**config.mk**
```make
export PLATFORM = sky130hd
export DESIGN_NAME = mbm_share_arbiter
export DESIGN_NICKNAME = d
export VERILOG_FILES = /design/src/rtl/mbm_share_pkg.sv /design/src/rtl/mbm_share_arbiter_mbm.sv /design/src/rtl/mbm_share_arbiter_rr_arb2.sv /design/src/rtl/mbm_share_arbiter.sv
export SDC_FILE = /design/constraint.sdc
export NUM_CORES = 1
export LEC_CHECK = 0
export ABC_AREA = 1
export ABC_CLOCK_PERIOD_IN_PS = 4900
export CORE_MARGIN = 3
export CORE_UTILIZATION = 55
export CTS_CLUSTER_DIAMETER = 120
export CTS_CLUSTER_SIZE = 16
export DETAILED_ROUTE_END_ITERATION = 10
export HOLD_SLACK_MARGIN = 0.12
export PLACE_DENSITY = 0.82
export SLEW_MARGIN = 20
export SYNTH_ARGS = -nofsm -noshare
export SYNTH_HDL_FRONTEND = slang
export SYNTH_HIERARCHICAL = 1
export SYNTH_SLANG_ARGS = --single-unit
```
**constraint.sdc**
```tcl
create_clock -name clk -period 4.9 [get_ports clk]
set_clock_uncertainty 0.05 [all_clocks]
set_input_delay 0.98 -clock clk [delete_from_list [all_inputs] [get_ports clk]]
set_output_delay 0.98 -clock clk [all_outputs]
set_load 0.02 [all_outputs]
```
**src/rtl/mbm_share_pkg.sv**
```systemverilog
// Package for the shared modified-Booth multiplier (MBM) arbiter.
// Contents: MBM operand/product widths, the arbiter FSM state type and
// the requester-id type.
package mbm_share_pkg;

    localparam int MBM_W  = 8;
    localparam int PROD_W = 2 * MBM_W;

    typedef enum logic [1:0] {
        IDLE = 2'd0,
        CALC = 2'd1,
        HOLD = 2'd2
    } state_e;

    // 0 = ALU MUL path, 1 = address/index-scaling path
    typedef logic req_id_t;

endpackage

```
**src/rtl/mbm_share_arbiter_mbm.sv**
```systemverilog
// mbm: purely combinational signed 8x8 radix-4 modified-Booth multiplier.
// Ports:
//   x : multiplicand, two's complement
//   y : multiplier, two's complement
//   p : 16-bit signed product
module mbm
    import mbm_share_pkg::*;
(
    input  logic [MBM_W-1:0]  x,
    input  logic [MBM_W-1:0]  y,
    output logic [PROD_W-1:0] p
);

    logic [PROD_W-1:0] xs;
    logic [MBM_W:0]    y_ext;
    logic [PROD_W-1:0] pp;
    logic [PROD_W-1:0] acc;

    assign xs    = {{MBM_W{x[MBM_W-1]}}, x};
    assign y_ext = {y, 1'b0};

    // Each overlapping 3-bit window of y selects a digit in {-2..2};
    // the partial products are summed modulo 2^16, which is exact since
    // every 8x8 signed product fits in 16 bits.
    always_comb begin
        acc = '0;
        pp  = '0;
        for (int i = 0; i < MBM_W / 2; i++) begin
            case (y_ext[2*i +: 3])
                3'b001, 3'b010: pp = xs;
                3'b011:         pp = xs << 1;
                3'b100:         pp = -(xs << 1);
                3'b101, 3'b110: pp = -xs;
                default:        pp = '0;
            endcase
            acc = acc + (pp << (2 * i));
        end
    end

    assign p = acc;

endmodule

```
**src/rtl/mbm_share_arbiter_rr_arb2.sv**
```systemverilog
// rr_arb2: combinational 2-way round-robin grant.
// Ports:
//   valid0, valid1 : requests
//   last_grant     : id granted most recently; the other side wins a tie
//   enable         : when low, no grant is issued
//   grant0, grant1 : one-hot or zero grant
module rr_arb2
    import mbm_share_pkg::*;
(
    input  logic    valid0,
    input  logic    valid1,
    input  req_id_t last_grant,
    input  logic    enable,
    output logic    grant0,
    output logic    grant1
);

    always_comb begin
        grant0 = enable & valid0 & (~valid1 | last_grant);
        grant1 = enable & valid1 & (~valid0 | ~last_grant);
    end

endmodule

```
**src/rtl/mbm_share_arbiter.sv**
```systemverilog
// mbm_share_arbiter: shares one combinational MBM between requester 0
// (ALU MUL) and requester 1 (address/index scaling). Round-robin grant,
// registered operands and products, per-requester result return with
// backpressure. Accept -> CALC -> HOLD, at least 3 cycles per op.
// Ports:
//   clk, rst_n                 clock, async active-low reset
//   reqN_valid/ready/x/y       operand handshake for requester N
//   resN_valid/ready/p         product handshake for requester N
//   busy                       high whenever the FSM is not IDLE
//   ops0_cnt, ops1_cnt         saturating completed-op counters, present
//                              only when MBM_SHARE_STATS_EN is defined
module mbm_share_arbiter
    import mbm_share_pkg::*;
#(
    parameter int W     = 8,
    parameter int CNT_W = 16
) (
    input  logic           clk,
    input  logic           rst_n,
    input  logic           req0_valid,
    output logic           req0_ready,
    input  logic [W-1:0]   req0_x,
    input  logic [W-1:0]   req0_y,
    output logic           res0_valid,
    input  logic           res0_ready,
    output logic [2*W-1:0] res0_p,
    input  logic           req1_valid,
    output logic           req1_ready,
    input  logic [W-1:0]   req1_x,
    input  logic [W-1:0]   req1_y,
    output logic           res1_valid,
    input  logic           res1_ready,
    output logic [2*W-1:0] res1_p,
    output logic           busy
`ifdef MBM_SHARE_STATS_EN
    ,
    output logic [CNT_W-1:0] ops0_cnt,
    output logic [CNT_W-1:0] ops1_cnt
`endif
);

    if (W != MBM_W || CNT_W < 1) begin : g_bad_cfg
        $error("mbm_share_arbiter: W must be 8 and CNT_W must be positive");
    end

    state_e            state_q, state_d;
    req_id_t           owner_q, owner_d;
    req_id_t           last_grant_q, last_grant_d;
    logic [W-1:0]      op_x_q, op_x_d, op_y_q, op_y_d;
    logic [2*W-1:0]    res0_p_q, res0_p_d, res1_p_q, res1_p_d;
    logic              res0_valid_q, res0_valid_d, res1_valid_q, res1_valid_d;
    logic              grant0, grant1;
    logic              res_hs;
    logic [PROD_W-1:0] mbm_p;

    rr_arb2 u_arb (
        .valid0     (req0_valid),
        .valid1     (req1_valid),
        .last_grant (last_grant_q),
        .enable     (state_q == IDLE),
        .grant0     (grant0),
        .grant1     (grant1)
    );

    mbm u_mbm (
        .x (op_x_q),
        .y (op_y_q),
        .p (mbm_p)
    );

    assign res_hs = owner_q ? (res1_valid_q & res1_ready) : (res0_valid_q & res0_ready);

    always_comb begin
        state_d      = state_q;
        owner_d      = owner_q;
        last_grant_d = last_grant_q;
        op_x_d       = op_x_q;
        op_y_d       = op_y_q;
        res0_p_d     = res0_p_q;
        res1_p_d     = res1_p_q;
        res0_valid_d = res0_valid_q;
        res1_valid_d = res1_valid_q;
        case (state_q)
            IDLE: begin
                // Grants already include valid, so any grant is an accept.
                if (grant0 | grant1) begin
                    op_x_d       = grant1 ? req1_x : req0_x;
                    op_y_d       = grant1 ? req1_y : req0_y;
                    owner_d      = grant1;
                    last_grant_d = grant1;
                    state_d      = CALC;
                end
            end
            CALC: begin
                // Only the owner's product register is written; the other
                // keeps whatever it last returned.
                if (owner_q) begin
                    res1_p_d     = mbm_p;
                    res1_valid_d = 1'b1;
                end else begin
                    res0_p_d     = mbm_p;
                    res0_valid_d = 1'b1;
                end
                state_d = HOLD;
            end
            HOLD: begin
                if (res_hs) begin
                    res0_valid_d = 1'b0;
                    res1_valid_d = 1'b0;
                    state_d      = IDLE;
                end
            end
            default: state_d = IDLE;
        endcase
    end

    always_ff @(posedge clk or negedge rst_n) begin
        if (!rst_n) begin
            state_q      <= IDLE;
            owner_q      <= 1'b0;
            last_grant_q <= 1'b1;
            op_x_q       <= '0;
            op_y_q       <= '0;
            res0_p_q     <= '0;
            res1_p_q     <= '0;
            res0_valid_q <= 1'b0;
            res1_valid_q <= 1'b0;
        end else begin
            state_q      <= state_d;
            owner_q      <= owner_d;
            last_grant_q <= last_grant_d;
            op_x_q       <= op_x_d;
            op_y_q       <= op_y_d;
            res0_p_q     <= res0_p_d;
            res1_p_q     <= res1_p_d;
            res0_valid_q <= res0_valid_d;
            res1_valid_q <= res1_valid_d;
        end
    end

    assign req0_ready = grant0;
    assign req1_ready = grant1;
    assign res0_valid = res0_valid_q;
    assign res1_valid = res1_valid_q;
    assign res0_p     = res0_p_q;
    assign res1_p     = res1_p_q;
    assign busy       = (state_q != IDLE);

`ifdef MBM_SHARE_STATS_EN
    logic [CNT_W-1:0] ops0_cnt_q, ops0_cnt_d, ops1_cnt_q, ops1_cnt_d;

    // Counters stick at all-ones rather than wrapping.
    always_comb begin
        ops0_cnt_d = ops0_cnt_q;
        ops1_cnt_d = ops1_cnt_q;
        if (state_q == HOLD && res_hs) begin
            if (!owner_q && ops0_cnt_q != '1) ops0_cnt_d = ops0_cnt_q + CNT_W'(1);
            if (owner_q && ops1_cnt_q != '1)  ops1_cnt_d = ops1_cnt_q + CNT_W'(1);
        end
    end

    always_ff @(posedge clk or negedge rst_n) begin
        if (!rst_n) begin
            ops0_cnt_q <= '0;
            ops1_cnt_q <= '0;
        end else begin
            ops0_cnt_q <= ops0_cnt_d;
            ops1_cnt_q <= ops1_cnt_d;
        end
    end

    assign ops0_cnt = ops0_cnt_q;
    assign ops1_cnt = ops1_cnt_q;
`else
    // No operation counters in this build.
`endif

endmodule

```
==> flow_metrics.py, run 1 <==
metrics = {
    "clock_tree": {
        "cts_tree": "built",
        "cts-root-buf": "clkbuf_8",
        "cts.htree.levels": 2,
        "cts_buffers": 5,
        "cts_hold_buffers": 0,
        "clk-insertion-delay-late_ps": 320,
        "clk_pin_slew_worst_paths_ps": 110,
        "clockBufferDepth": 2,
        "clock-sinks": 54,
    },
    "routing": {
        "ant_nets": 0,
        "vias_per_cell": 5.83,
        "drtIter0Drc": 352,
        "drc": 0,
        "first_pass_iters": 6,
        "wirelength_microns": 13700,
        "wl_per_cell_microns": 17.3,
        "vias": 4632,
    },
    "grt": {
        "grt-ovfl-total": 0,
        "groute.usage.overall": 0.288,
        "grt-busiest-layer": "met2",
        "grt_pass1_wl_microns": 22200,
        "use_met2": 0.504,
        "antenna_found_initial": 0,
        "grt_max_degree": 49,
        "use_met3": 0.0330,
        "grt_pass1_vias": 4520,
        "global_route.usage.met1": 0.357,
    },
    "timing": {
        "rsz0062_at_grt": "yes",
        "max-slew-margin-rel": 0.547,
        "fmax_ghz": 0.216,
        "setup_viol": 0,
        "fin_crit_sh": 0.947,
        "period_minus_slack_ps": 4640,
        "hold_slack_ps": 419,
        "drv_slew": 0,
        "hold_violations": 0,
        "worstMarginPinSlew_ps": 678,
    },
    "placed_design": {
        "dp_hpwl_microns": 10900,
        "dpl.cell_count": 784,
        "portBuffers": 74,
        "gp_congestion": 1.05,
    },
    "synthesis": {
        "synthCells": 620,
        "synthArstFlopShare": 1.00,
        "synth_most_common_cell": "nand2_1",
        "ys_seq_area_frac": 0.293,
        "ys.flop_type": "dfrtp_1",
        "synth_largest_area_cell": "dfrtp_1",
        "synthTopCellsByArea": "dfrtp_1, nand2_1, fa_1",
        "synth_nets": 697,
        "syn_area_sq_mm": 0.00462,
        "synth_edf_count": 0,
        "yosys.cell_types.count": 39,
        "synth.top_cells.by_count": "nand2_1, inv_1, dfrtp_1, o21ai_0, a21oi_1",
        "yosys_warnings": 6,
        "synth_top_area_share": 0.287,
        "ys_seq_elements": 54,
        "avgSynthCellArea_sq_um": 7.45,
    },
    "floorplan": {
        "die_y_microns": 97.6,
        "rows": 32,
        "coreArea_sq_mm": 0.00793,
        "initial_core_util": 0.582,
        "die_area_sq_mm": 0.00953,
        "io_pins": 75,
        "die_w_microns": 97.6,
    },
    "critical_path": {
        "critPathCaptureType": "register",
        "rr_startpoint": "op_x_q[0]",
        "crit_type": "register to register",
        "crit_path_max_fanout": 6,
        "crit_arrival_ps": 4810,
        "start_kind": "register",
        "cp.required_ps": 5070,
        "r2r_slack_ps": 260,
        "rr_endpoint": "res1_p[12]",
        "reg2reg_depth": 27,
    },
    "final_layout": {
        "fin_cells": 794,
        "multi_input_area_sq_mm": 0.00274,
        "antennaDiodeCount": 0,
        "num-fill-cells": 632,
        "nets": 768,
        "drive_above_1_share": 0.0968,
        "regArea_sq_mm": 0.00136,
        "area_growth_pct": 20.4,
    },
    "run": {
        "drv_cap": 0,
    },
    "hold_path": {
        "hold_class": "primary input to async pin",
    },
    "run_status": {
        "status": "complete, no violations",
    },
}
[worst max-delay path by stage]
stage | endpoint | startpoint | depth (start not counted)
5_1_grt | res1_p[12] | op_x_q[1] | 27
3_5_place_dp | res1_p[12] | op_x_q[0] | 25
3_3_place_gp | res1_p[12] | op_x_q[0] | 27
6_report | res1_p[12] | op_x_q[0] | 27
4_1_cts | res1_p[12] | op_x_q[0] | 25
2_1_floorplan | res1_p[12] | op_x_q[1] | 27
[per-layer routing]
layer,wire length (microns),vias to the layer above
met5,0,-
met1,5440,2158
li1,-,2170
met4,588,0
met2,6790,249
met3,917,55
[cell usage in the layout, fill, tap and decap left out, drive strengths merged]
cell / Yosys / routed
clkinvlp: 0 / 1
o21bai: 1 / 1
xor2: 5 / 5
nand2: 150 / 150
bufinv: 0 / 1
a21oi: 41 / 41
o221ai: 11 / 11
dfrtp: 53 / 53
a221oi: 5 / 5
o22ai: 14 / 14
or2: 2 / 2
nor3: 3 / 3
xnor2: 5 / 5
dfstp: 1 / 1
buf: 13 / 7
nand4: 4 / 4
o211ai: 11 / 11
fa: 21 / 21
o2111ai: 3 / 3
clkdlybuf4s50: 0 / 73
nand3: 26 / 26
nor2: 39 / 39
ha: 18 / 18
nand3b: 1 / 1
inv: 117 / 118
a31oi: 1 / 1
clkbuf: 3 / 5
o21ai: 71 / 71
a22oi: 1 / 1
[registers in the layout (all words and copies together) (netlist names)]
name / count
res1_p: 16
op_y_q: 8
res1_valid: 1
op_x_q: 8
res0_valid: 1
last_grant_q: 1
res0_p: 16
state_q: 2
owner_q: 1
[metrics by stage]
step / setup TNS (ps) / utilization / area, sq um / setup WS (ps)
2_1_floorplan: 0 / - / 4620 / 775
3_3_place_gp: 0 / 0.683 / 5420 / 401
3_5_place_dp: 0 / 0.683 / 5420 / 150
5_1_grt: -42.6 / 0.701 / 5560 / -42.6
6_report: 0 / 0.701 / 5560 / 261
4_1_cts: 0 / 0.698 / 5530 / 117
[area by class of cell]
class                           count  share of cell area
Multi-Input combinational cell    433               0.492
Sequential cell                    54               0.244
Timing Repair Buffer               80               0.140
Inverter                          117              0.0795
Tap cell                          102              0.0230
Clock buffer                        5              0.0124
Clock inverter                      3             0.00878
[repair_timing]
action,4_1_cts,5_1_grt
setup endpoints to repair,0,7
setup buffers,0,2
gates resized for setup,0,6
[critical path: stages, from the launching register on]
cell     delay (ps)
dfrtp_2         460
inv_1           130
ha_1            220
nand2_2          80
nor2_4          180
inv_2            60
nor2_2          100
inv_1            60
nand2_1         100
inv_1           130
a21oi_1         150
o21ai_0         130
fa_1            500
inv_1            60
fa_1            530
inv_1            40
ha_2            320
nand2_1          80
nand2_1          60
nand3_1          80
nand2_1          90
a21oi_2         160
inv_1            60
a21oi_1         150
o21ai_0         120
xor2_1          160
inv_1            70
o21ai_0         190
[cell families (layout without fill, tap and decap cells)]
family	Yosys count	in the layout	share of synthesized area
AO/OA/AOI/OAI	159	159	0.199
flip-flops	54	54	0.293
buffers and inverters	133	205	0.117
XOR/XNOR	10	10	0.0190
adder cells (fa/ha/maj)	39	39	0.140
AND/OR/NAND/NOR	225	225	0.233
Power of run 1 is left out: the tool's default activity adds up to more than one toggle a clock period on the data nets, which glitch-free logic cannot reach.
==> run 2, diff against run 1 <==
--- a/config.mk
+++ b/config.mk
@@ -8,12 +8,14 @@
 export ABC_AREA = 1
 export ABC_CLOCK_PERIOD_IN_PS = 4900
 export CORE_MARGIN = 3
-export CORE_UTILIZATION = 55
+export CORE_UTILIZATION = 56
+export CTS_BUF_LIST = sky130_fd_sc_hd__clkbuf_4 sky130_fd_sc_hd__clkbuf_8
 export CTS_CLUSTER_DIAMETER = 120
 export CTS_CLUSTER_SIZE = 16
 export DETAILED_ROUTE_END_ITERATION = 10
 export HOLD_SLACK_MARGIN = 0.12
-export PLACE_DENSITY = 0.82
+export PLACE_DENSITY = 0.83
+export SKIP_LAST_GASP = 1
 export SLEW_MARGIN = 20
 export SYNTH_ARGS = -nofsm -noshare
 export SYNTH_HDL_FRONTEND = slang
==> flow_metrics.py, run 2 (synthesis gave the netlist of run 1 again) <==
metrics = {
    "floorplan": {
        "die_w_microns": 96.8,
        "io_pins": 75,
        "die_area_sq_mm": 0.00937,
        "rows": 32,
        "coreArea_sq_mm": 0.00785,
        "die_y_microns": 96.8,
        "initial_core_util": 0.588,
    },
    "clock_tree": {
        "clk-insertion-delay-late_ps": 320,
        "cts-root-buf": "clkbuf_8",
        "cts_buffers": 5,
        "cts_tree": "built",
        "cts_hold_buffers": 0,
        "clockBufferDepth": 2,
        "clock-sinks": 54,
        "cts.htree.levels": 2,
        "clk_pin_slew_worst_paths_ps": 110,
    },
    "placed_design": {
        "dpl_worst_slack_ps": 167,
        "gp_congestion": 1.02,
        "portBuffers": 74,
        "dpl.cell_count": 786,
        "dp_hpwl_microns": 11000,
    },
    "timing": {
        "hold_slack_ps": 440,
        "period_minus_slack_ps": 4640,
        "setup_ws_ps": 258,
        "fin_crit_sh": 0.947,
        "drv_slew": 0,
        "fmax_ghz": 0.215,
        "hold_violations": 0,
        "finalSetupTns_ps": 0,
        "worstMarginPinSlew_ps": 675,
        "setup_viol": 0,
        "max-slew-margin-rel": 0.549,
        "rsz0062_at_grt": "yes",
    },
    "critical_path": {
        "crit_path_max_fanout": 7,
        "crit_arrival_ps": 4810,
        "crit_type": "register to register",
        "cp.required_ps": 5070,
        "start_kind": "register",
        "reg2reg_depth": 24,
        "critPathCaptureType": "register",
    },
    "routing": {
        "ant_nets": 0,
        "first_pass_iters": 8,
        "wl_per_cell_microns": 17.5,
        "highest_layer": "met4",
        "m1WireLength_microns": 5500,
        "drtIter0Drc": 394,
        "vias_per_cell": 5.92,
        "wl_met3_microns": 978,
        "drc": 0,
        "vias": 4711,
        "dr_wl_met2_microns": 6860,
        "wirelength_microns": 13900,
    },
    "final_layout": {
        "area_growth_pct": 20.9,
        "final_cell_mix": "nand2_1, inv_1, clkdlybuf4s50_1",
        "num-fill-cells": 608,
        "nets": 770,
        "drive_above_1_share": 0.102,
        "fin_cells": 796,
        "layout_commonest_cell": "nand2_1",
        "antennaDiodeCount": 0,
    },
    "grt": {
        "grt-ovfl-total": 0,
        "antenna_found_initial": 0,
        "grt_pass1_vias": 4585,
        "groute.usage.overall": 0.295,
        "grt_max_degree": 47,
        "grt_pass1_wl_microns": 22800,
    },
    "hold_path": {
        "hold_class": "primary input to async pin",
    },
    "run": {
        "drv_cap": 0,
    },
    "run_status": {
        "status": "complete, no violations",
    },
}
==> run 2: cell count changes in the layout (fill, tap and decap cells not counted), sizes merged <==
cell      before  now
buf            7    9
clkbuf         5    6
clkinvlp       1    0
==> run 2: per-stage QoR <==
step,cell area [sq um],utilization
after floorplan,4620,-
after global placement,5430,0.692
after detailed placement,5430,0.692
after CTS,5550,0.708
after global routing,5580,0.711
final,5580,0.711
==> run 2: layer usage <==
metal  up-vias  GRT usage
met5         -          0
met4         0      0.105
met3        72     0.0425
met2       279      0.520
met1      2187      0.368
li1       2173          -
==> run 2: path summary, 6_finish.rpt <==
kind | from | end | slack (ps)
setup / recovery | op_x_q[1] | res1_p[13] | 260
hold / removal | rst_n | res1_p[9] | 440
setup reg to reg | op_x_q[1] | res1_p[13] | 260
hold reg to reg | res1_p[14] | res1_p[14] | 450
max in group asynchronous | rst_n | op_x_q[0] | 3470
min in group clk | res1_p[14] | res1_p[14] | 450
==> run 2: critical path, cell delays in order, from the launching register on <==
cell and delay [ps]:
dfrtp_2 460, inv_2 140, ha_2 220, nand2_2 70, nor2_4 170, inv_2 60
nor2_2 90, inv_1 60, nand2_1 110, o22ai_1 80, a21oi_1 130, o21ai_0 220
fa_1 560, inv_1 60, fa_1 540, inv_1 50, ha_1 380, nand2_1 110
o21ai_1 250, a21oi_2 80, nor3_1 150, nor2_1 80, xnor2_1 170, inv_1 90
o21ai_0 190
==> run 2: timing repair <==
action,CTS,global route
setup endpoints to repair,0,11
gates resized for setup,0,10
buffers inserted,0,2
==> run 2: area by class of cell <==
type                    count  area, sq um  area share
repair buffers             82          796       0.143
flip-flops and latches     54         1360       0.243
clock buffers               6         82.6      0.0148
well taps                 102          128      0.0229
inverters                 117          442      0.0791
multi-input cells         433         2740       0.491
clock inverters             2         38.8     0.00695
Power of run 2 is left out for the same reason.
